`src/rtl/axi_stream_packet_arbiter.sv`:
```
// Packet-level round-robin arbiter: merges NUM AXI-Stream sources, grants whole packets,
// tags each with its source on m_tdest and truncates packets longer than MAX_BEATS.
module axi_stream_packet_arbiter #(
    parameter  int NUM       = 4,
    parameter  int DSIZE     = 32,
    parameter  int MAX_BEATS = 8096,
    localparam int CW        = $clog2(NUM)
) (
    input  logic                 clk,
    input  logic                 rst,
    input  logic [NUM*DSIZE-1:0] s_tdata,
    input  logic [NUM-1:0]       s_tvalid,
    input  logic [NUM-1:0]       s_tlast,
    output logic [NUM-1:0]       s_tready,
    output logic [DSIZE-1:0]     m_tdata,
    output logic                 m_tvalid,
    output logic                 m_tlast,
    input  logic                 m_tready,
    output logic [CW-1:0]        m_tdest,
    output logic                 overlong_err,
    output logic                 busy
);

    localparam int BW = $clog2(MAX_BEATS + 1);

    typedef enum logic [1:0] {
        ST_IDLE,
        ST_PASS,
        ST_DROP
    } state_t;

    state_t          r_state;
    logic [CW-1:0]   r_grant;
    logic [CW-1:0]   r_prio_ptr;
    logic [BW-1:0]   r_beat_cnt;
    logic            r_overlong_err;
    logic            r_busy;

    logic [DSIZE-1:0] w_sel_data;
    logic             w_sel_valid;
    logic             w_sel_last;
    logic [CW-1:0]    w_arb_grant;
    logic [CW-1:0]    w_next_prio;
    logic             w_limit;
    logic             w_out_beat;

    // First requester found walking forward from ptr, wrapping modulo NUM.
    function automatic logic [CW-1:0] rr_pick(input logic [NUM-1:0] req,
                                              input logic [CW-1:0]  ptr);
        logic [CW-1:0] pick;
        logic          found;
        int            idx;
        pick  = ptr;
        found = 1'b0;
        for (int k = 0; k < NUM; k++) begin
            idx = (int'(ptr) + k) % NUM;
            if (!found && req[idx]) begin
                found = 1'b1;
                pick  = CW'(idx);
            end
        end
        return pick;
    endfunction

    assign w_arb_grant = rr_pick(s_tvalid, r_prio_ptr);
    assign w_next_prio = (r_grant == CW'(NUM - 1)) ? '0 : r_grant + CW'(1);
    assign w_limit     = (r_beat_cnt == BW'(MAX_BEATS - 1));

    // NOTE: every variable written in always_comb gets a default first, so no latch is inferred.
    always_comb begin
        w_sel_data  = '0;
        w_sel_valid = 1'b0;
        w_sel_last  = 1'b0;
        for (int i = 0; i < NUM; i++) begin
            if (r_grant == CW'(i)) begin
                w_sel_data  = s_tdata[i*DSIZE +: DSIZE];
                w_sel_valid = s_tvalid[i];
                w_sel_last  = s_tlast[i];
            end
        end
    end

    assign w_out_beat = (r_state == ST_PASS) && w_sel_valid && m_tready;

    // Zero-latency data path; only the granted channel ever sees ready.
    always_comb begin
        s_tready = '0;
        m_tdata  = '0;
        m_tvalid = 1'b0;
        m_tlast  = 1'b0;
        case (r_state)
            ST_PASS: begin
                m_tdata           = w_sel_data;
                m_tvalid          = w_sel_valid;
                m_tlast           = w_sel_last || w_limit;
                s_tready[r_grant] = m_tready;
            end
            ST_DROP: begin
                s_tready[r_grant] = 1'b1;
            end
            default: ;
        endcase
    end

    // NOTE: sequential state uses non-blocking assignments so all registers update from pre-edge values.
    always_ff @(posedge clk or posedge rst) begin
        if (rst) begin
            r_state        <= ST_IDLE;
            r_grant        <= '0;
            r_prio_ptr     <= '0;
            r_beat_cnt     <= '0;
            r_overlong_err <= 1'b0;
            r_busy         <= 1'b0;
        end else begin
            r_overlong_err <= 1'b0;
            case (r_state)
                ST_IDLE: begin
                    if (|s_tvalid) begin
                        r_grant    <= w_arb_grant;
                        r_beat_cnt <= '0;
                        r_state    <= ST_PASS;
                        r_busy     <= 1'b1;
                    end
                end
                ST_PASS: begin
                    if (w_out_beat) begin
                        r_beat_cnt <= r_beat_cnt + BW'(1);
                        if (w_sel_last) begin
                            r_prio_ptr <= w_next_prio;
                            r_state    <= ST_IDLE;
                            r_busy     <= 1'b0;
                        end else if (w_limit) begin
                            // Truncation beat: tlast was forced, swallow the rest of the input packet.
                            r_overlong_err <= 1'b1;
                            r_state        <= ST_DROP;
                        end
                    end
                end
                ST_DROP: begin
                    if (w_sel_valid && w_sel_last) begin
                        r_prio_ptr <= w_next_prio;
                        r_state    <= ST_IDLE;
                        r_busy     <= 1'b0;
                    end
                end
                default: begin
                    r_state <= ST_IDLE;
                    r_busy  <= 1'b0;
                end
            endcase
        end
    end

    assign m_tdest      = r_grant;
    assign overlong_err = r_overlong_err;
    assign busy         = r_busy;

endmodule

```
`config.mk`:
```
export PLATFORM = sky130hd
export DESIGN_NAME = axi_stream_packet_arbiter
export DESIGN_NICKNAME = d
export VERILOG_FILES = /design/src/rtl/axi_stream_packet_arbiter.sv
export SDC_FILE = /design/constraint.sdc
export NUM_CORES = 1
export LEC_CHECK = 0
export ABC_AREA = 1
export ABC_CLOCK_PERIOD_IN_PS = 1700
export CORE_UTILIZATION = 34
export CTS_BUF_LIST = sky130_fd_sc_hd__clkbuf_2
export CTS_CLUSTER_DIAMETER = 80
export DETAILED_ROUTE_END_ITERATION = 8
export PLACE_DENSITY_LB_ADDON = 0.15
export SLEW_MARGIN = 20
export SYNTH_ARGS = -nofsm -noshare
export SYNTH_HDL_FRONTEND = slang
export SYNTH_SLANG_ARGS = --single-unit
```
`constraint.sdc`:
```
create_clock -name clk -period 1.7 [get_ports clk]
set_input_delay 0.17 -clock clk [delete_from_list [all_inputs] [get_ports clk]]
set_output_delay 0.17 -clock clk [all_outputs]
set_load 0.02 [all_outputs]
```
==> results.sh, run 1 <==
export IMPL_antenna_found_initial=0
export IMPL_synth_edf_count=0
export IMPL_ant_nets=0
export IMPL_ios=181
export IMPL_first_iter_violations=196
export IMPL_diodes=0
export IMPL_syn_nets=623
export IMPL_first_pass_iters=5
export IMPL_dp_cells=798
export IMPL_use_met1_pct=35.9
export IMPL_syn_inst=476
export IMPL_critPathMostFrequentCell="o21ai_1"
export IMPL_die_h_um=91.1
export IMPL_fillerInstances=532
export IMPL_cpMaxStageDelayCell="dfrtp_2"
export IMPL_synth_ff_type="dfrtp_1"
export IMPL_slowest_delay_ns=0.49
export IMPL_syn_to_final_growth_pct=125
export IMPL_clockBufferDepth=2
export IMPL_worst_pin_slew_ns=0.303
export IMPL_rsz0062_at_grt="true"
export IMPL_required_ns=1.53
export IMPL_clkTransAtPathRegs_ns=0.23
export IMPL_viasPerCell=5.34
export IMPL_crit_arrival_ns=1.93
export IMPL_avgSynthCellArea_um2=5.66
export IMPL_fin_cells=817
export IMPL_yosysWarnings=0
export IMPL_violations="setup timing"
export IMPL_synthArstFlopShare_pct=100
export IMPL_power_leakage_nw=2.57
export IMPL_synth_area_leader_cell="dfrtp_1"
export IMPL_drc=0
export IMPL_grt_pass1_vias=4088
export IMPL_grt_pass1_wl_mm=20.3
export IMPL_end_kind="output port"
export IMPL_clock_tree_root_cell="clkbuf_2"
export IMPL_gp_congestion=0.914
export IMPL_cp_max_fo=11
export IMPL_p_per_area_nw_per_um2=1630
export IMPL_maxSlewViolCount=0
export IMPL_crit_path_cell_trace="inv_4 -> ha_4 -> clkinv_8 -> buf_12 -> nor2_2 -> o21ai_1 -> o21ai_1 -> a21oi_2 -> buf_4"
export IMPL_synth_top_area_share_pct=19.5
export IMPL_finalNetCount=863
export IMPL_relSlewSlack_pct=79.6
export IMPL_finalWorstSetupSlack_ns=-0.404
export IMPL_clkSinkCount=21
export IMPL_grt_start_max_net_pins=28
export IMPL_ys_seq_elements=21
export IMPL_clk_latency_ns=0.35
export IMPL_synth_area_um2=2700
export IMPL_numPortBuffers=180
export IMPL_status="finished, violations left"
export IMPL_met2_usage_pct=55.1
export IMPL_min_delay_path_class="in -> async"
export IMPL_finalCriticalPeriod_ns=2.10
export IMPL_ys_seq_area_share_pct=19.5
export IMPL_synth_area_top_cells="dfrtp_1, o21ai_0, nand2_1, a21oi_1, nor2_1"
export IMPL_die_x_um=91.1
export IMPL_grt_overflow=0
export IMPL_period_share_pct=124
export IMPL_routed_wl_mm=14.0
export IMPL_cts_buffers=3
export IMPL_htree_levels=1
export IMPL_fin_util_pct=78.8
export IMPL_drive_gt1_share_pct=35.9
export IMPL_dieArea_um2=8290
export IMPL_criticalPathCategory="reg -> out"
export IMPL_place_ws_ns=-0.551
export IMPL_ir_drop_mv=1.23
export IMPL_fin_skew_ns=0.00680
export IMPL_grt_usage_pct=30.3
export IMPL_setup_viol=57
export IMPL_cts_tree="built"
export IMPL_start_kind="register"
export IMPL_max_freq_mhz=475
export IMPL_wl_per_cell_um=17.2
export IMPL_start_util_pct=35.1
export IMPL_use_met3_pct=5.03
export IMPL_hold_violations=0
export IMPL_ys_types=29
export IMPL_drv_cap=0
export IMPL_top_usage_layer="met2"
export IMPL_hold_buffers=0
export IMPL_vias=4366
export IMPL_post_dp_hpwl_mm=9.59
export IMPL_core_area_um2=7690
export IMPL_num_rows=32
cells in the final DEF (no fill, tap or decap), types with 3 or more instances in the layout:
master           instances
a21oi_1                 31
a21oi_2                 38
buf_12                  11
buf_16                   6
buf_4                   79
buf_6                   23
buf_8                    3
clkbuf_2                 3
clkdlybuf4s50_1        140
dfrtp_1                 19
ha_4                     7
inv_1                   24
inv_2                    5
inv_4                    4
nand2_1                 89
nand2_2                  8
nand2_4                  4
nand3_1                 20
nand3_2                  5
nand4_1                  7
nor2_1                  18
nor2_2                  16
nor2_4                  12
nor3_1                   5
o21ai_0                 25
o21ai_1                 65
o21ai_2                 14
o22ai_2                  5
xor2_1                   5
kinds of logic after synthesis:
group | share of synthesized area, %
muxes | 0.371
adders and majority gates | 3.71
buffers and inverters | 9.88
AOI/OAI and AO/OA | 35.4
xor gates and xnor gates | 2.27
DFF | 19.5
and+or+nand+nor | 28.9
layout make-up:
type                            count  area (um^2)  share of cell area, %
Clock inverter                      1         5.00                 0.0826
Timing Repair Buffer              266         2750                   45.4
Clock buffer                        3         15.0                  0.248
Inverter                           36          178                   2.93
Multi-Input combinational cell    388         2460                   40.5
Sequential cell                    21          528                   8.71
Tap cell                          102          128                   2.11
cells in the mapped netlist (all sizes together), types with 2 or more instances:
master,number
ha,8
dfrtp,21
buf,8
o22ai,5
or2,2
xor2,5
o21bai,2
xnor2,2
nand2,101
nand4,7
nor3,6
clkbuf,23
inv,35
o21ai,104
nand3,26
a21oi,71
nor2,46
final timing paths:
| path | to | cells after the start | slack, ns | startpoint |
|---|---|---|---|---|
| worst max-delay path | m_tdata[11] | 9 | -0.40 | m_tdest[1] |
| worst min register to register | busy | 2 | 0.54 | busy |
| max in group asynchronous | m_tdest[1] | 3 | 1.37 | rst |
| worst max register to register | r_state[0] | 13 | -0.36 | m_tdest[1] |
| worst min-delay path | r_beat_cnt[8] | 3 | 0.10 | rst |
| min in group clk | busy | 2 | 0.54 | busy |
through the flow:
stage | hold WS (ns) | total power [mW] | setup TNS (ns) | instance area [um^2]
2_1_floorplan | 0.146 | 4.98 | -0.542 | 2950
5_1_grt | 0.126 | 10.5 | -23.62 | 6060
4_1_cts | 0.108 | 8.84 | -14.84 | 5630
3_5_place_dp | 0.498 | 7.67 | -21.68 | 5280
3_3_place_gp | 0.489 | 7.51 | -18.99 | 5280
6_report | 0.102 | 9.87 | -18.16 | 6060
power breakdown:
group	internal [mW]	switching [mW]	leakage (nW)	total, mW
clock network	0.0533	0.178	0.0164	0.231
registers	0.598	0.118	0.280	0.716
logic	4.10	4.82	2.27	8.92
repair_timing:
item,4_1_cts,5_1_grt
pin swaps,12,11
setup buffers,4,3
gates resized for setup,282,109
cloned,6,2
endpoints found under the hold margin,0,0
endpoints found under the setup margin,58,59
state kept, by name, indices dropped and copies added (netlist names):
name,flops
r_beat_cnt,13
m_tdest,2
r_prio_ptr,2
r_state,2
busy,1
overlong_err,1
critical path: cells and delay by family (launching register included):
kind / cells / cell delay, ns
buffers and inverters: 4 / 0.51
AO/OA/AOI/OAI: 3 / 0.30
flip-flops: 1 / 0.49
AND/OR/NAND/NOR: 1 / 0.07
adder cells (fa/ha/maj): 1 / 0.21
layer usage:
layer  vias up  wire length, um
li1       2103                -
met1      2035             5580
met2       184             7030
met3        44              853
met4         0              548
met5         -                0
(Power assumes the default switching activity.)
==> run 2: changes to the inputs <==
Settings changed: ABC_AREA 1 to not set, HOLD_SLACK_MARGIN set to 0.15.
==> run 2 against run 1 <==
  * The flow still finishes with violations (setup timing)
  * Clock power is essentially flat
  * Global-route usage shrank 0.82 points
  * Register-to-register slack lost 0.27 ns
  * Clock skew grew 0.0063 ns
  * First-iteration DRC count is the same
  * Die area grew 1.7%
  * Non-clock buffer count grew 11
  * Area after synthesis grew 1.7%
  * Wire length shrank 0.26%
  * Final area shrank 0.37%
  * Power grew 0.62%
  * Core utilization shrank 1.1 points
  * Critical path type is now reg -> reg
  * Highest routed layer unchanged
==> results.sh, run 2 <==
export IMPL_power_mw=9.93
export IMPL_place_ws_ns=-0.627
export IMPL_syn_inst=415
export IMPL_finalWorstSetupSlack_ns=-0.631
export IMPL_hold_violations=0
export IMPL_ff_latch_area_um2=529
export IMPL_avgSynthCellArea_um2=6.61
export IMPL_setup_viol=57
export IMPL_drv_cap=0
export IMPL_ys_seq_elements=21
export IMPL_grt_pass1_wl_mm=19.8
export IMPL_fin_skew_ns=0.0131
export IMPL_synth_common_cells="nand2_1, a21oi_1, and2_1"
export IMPL_htree_levels=1
export IMPL_synth_area_leader_cell="dfrtp_1"
export IMPL_critPathTopFamily="compound AO/OA/AOI/OAI gates"
export IMPL_synth_edf_count=0
export IMPL_end_kind="register"
export IMPL_ys_types=48
export IMPL_num_rows=32
export IMPL_period_share_pct=137
export IMPL_syn_nets=562
export IMPL_synth_ff_type="dfrtp_1"
export IMPL_gp_congestion=0.866
export IMPL_max_freq_mhz=429
export IMPL_dp_cells=733
export IMPL_r2r_slack_ns=-0.63
export IMPL_final_cell_mix="clkdlybuf4s50_1, nand2_1, buf_4, buf_6, a21oi_1"
export IMPL_place_area_um2=5230
export IMPL_final_common_cell="clkdlybuf4s50_1"
export IMPL_required_ns=1.96
export IMPL_grt_pass1_vias=3903
export IMPL_grt_usage_pct=29.5
export IMPL_slowest_delay_ns=0.46
export IMPL_first_pass_iters=5
export IMPL_use_met1_pct=36.0
export IMPL_synth_area_top_cells="dfrtp_1, a21oi_1, nand2_1, nand3b_1, and2_1"
export IMPL_relSlewSlack_pct=73.5
export IMPL_yosysWarnings=0
export IMPL_p_per_area_nw_per_um2=1640
export IMPL_rsz0062_at_grt="true"
export IMPL_fin_cells=765
export IMPL_cp_num_buf_inv=4
export IMPL_ios=181
export IMPL_ir_drop_mv=1.39
export IMPL_clkTransAtPathRegs_ns=0.22
export IMPL_criticalPathCategory="reg -> reg"
export IMPL_die_x_um=91.8
export IMPL_fin_util_pct=77.7
export IMPL_maxSlewViolCount=0
export IMPL_power_leakage_nw=2.44
export IMPL_ys_seq_area_share_pct=19.2
export IMPL_clock_tree_root_cell="clkbuf_2"
export IMPL_wl_per_cell_um=18.3
export IMPL_numPortBuffers=180
export IMPL_finalCriticalPeriod_ns=2.33
export IMPL_cts_tree="built"
export IMPL_hold_worst_slack_ns=0.550
export IMPL_clkSinkCount=21
export IMPL_finalNetCount=811
export IMPL_drive_gt1_share_pct=33.5
export IMPL_start_util_pct=35.3
export IMPL_diodes=0
export IMPL_core_area_um2=7770
export IMPL_die_h_um=91.8
export IMPL_grt_start_max_net_pins=34
export IMPL_clockBufferDepth=2
export IMPL_cts_buffers=3
export IMPL_fin_setup_tns_ns=-27.59
export IMPL_routed_wl_mm=14.0
export IMPL_post_dp_hpwl_mm=9.08
export IMPL_multiInputGateArea_um2=2420
export IMPL_syn_to_final_growth_pct=120
export IMPL_ant_nets=0
export IMPL_start_kind="register"
export IMPL_vias=4183
export IMPL_min_delay_path_class="reg -> reg"
export IMPL_critPathMostFrequentCell="buf_6"
export IMPL_met2_usage_pct=53.0
export IMPL_first_iter_violations=196
export IMPL_synth_most_common_cell="nand2_1"
export IMPL_top_usage_layer="met2"
export IMPL_synth_top_area_share_pct=19.2
export IMPL_drc=0
export IMPL_viasPerCell=5.47
export IMPL_status="finished, violations left"
export IMPL_regMostFlops="r_beat_cnt"
export IMPL_crit_path_cell_trace="inv_2 -> buf_6 -> ha_4 -> buf_6 -> nand3b_1 -> a211oi_4 -> buf_4 -> a2bb2oi_2 -> a211oi_2 -> mux2_1"
export IMPL_crit_arrival_ns=2.59
export IMPL_fillerInstances=509
export IMPL_antenna_found_initial=0
export IMPL_fin_area_um2=6040
export IMPL_grt_overflow=0
export IMPL_cpMaxStageDelayCell="dfrtp_2"
export IMPL_cp_max_fo=5
export IMPL_use_met3_pct=4.23
export IMPL_synthArstFlopShare_pct=100
export IMPL_synth_area_um2=2740
export IMPL_worst_pin_slew_ns=0.387
export IMPL_violations="setup timing"
export IMPL_clk_latency_ns=0.35
export IMPL_dieArea_um2=8430
export IMPL_largest_reg_flops=13
[run 2: path summary, 6_finish.rpt]
check / end / cells after the start / from
max reg2reg: r_state[0] / 10 / m_tdest[1]
max: r_state[0] / 10 / m_tdest[1]
min: busy / 1 / busy
max in group asynchronous: m_tdest[1] / 4 / rst
min in group asynchronous: overlong_err / 4 / rst
min reg2reg: busy / 1 / busy
[run 2: cells by family after synthesis]
group	share of synthesized area [%]
adders and majority gates	3.65
AOI/OAI and AO/OA	29.7
and+or+nand+nor	38.4
muxes	2.28
DFF	19.2
buffers and inverters	6.20
xor gates and xnor gates	0.639
[run 2: timing repair]
action	in CTS	in global routing
pin swaps	50	35
hold endpoints to repair	21	0
resized for setup	290	60
buffers inserted	14	9
endpoints found under the setup margin	58	57
cloned	5	1
hold buffers	1	0
[run 2: worst register-to-register path, delay by kind of cell (launching register included)]
family,cells,cell delay [ns]
buffers and inverters,4,0.46
muxes,1,0.35
adders and majority gates,1,0.20
and+or+nand+nor,1,0.14
DFF,1,0.46
AOI/OAI and AO/OA,3,0.64
[run 2: final cells by class]
type                       count  area share, %
sequential                    21           8.77
clock inverter                 1         0.0829
multi-input combinational    351           40.1
inverter                      10          0.622
clock buffer                   3          0.249
timing repair buffer         277           48.1
tap                          102           2.11
[run 2: metal layers]
metal	vias to the layer above	wire length, um
li1	1954	-
met1	1955	5330
met2	221	6960
met3	53	1070
met4	0	624
met5	-	0
[run 2: power by group]
part / total, mW / switching, mW / internal (mW) / leakage, nW
Combinational: 8.99 / 4.25 / 4.74 / 2.15
Clock: 0.233 / 0.179 / 0.0533 / 0.0164
Sequential: 0.706 / 0.100 / 0.605 / 0.275
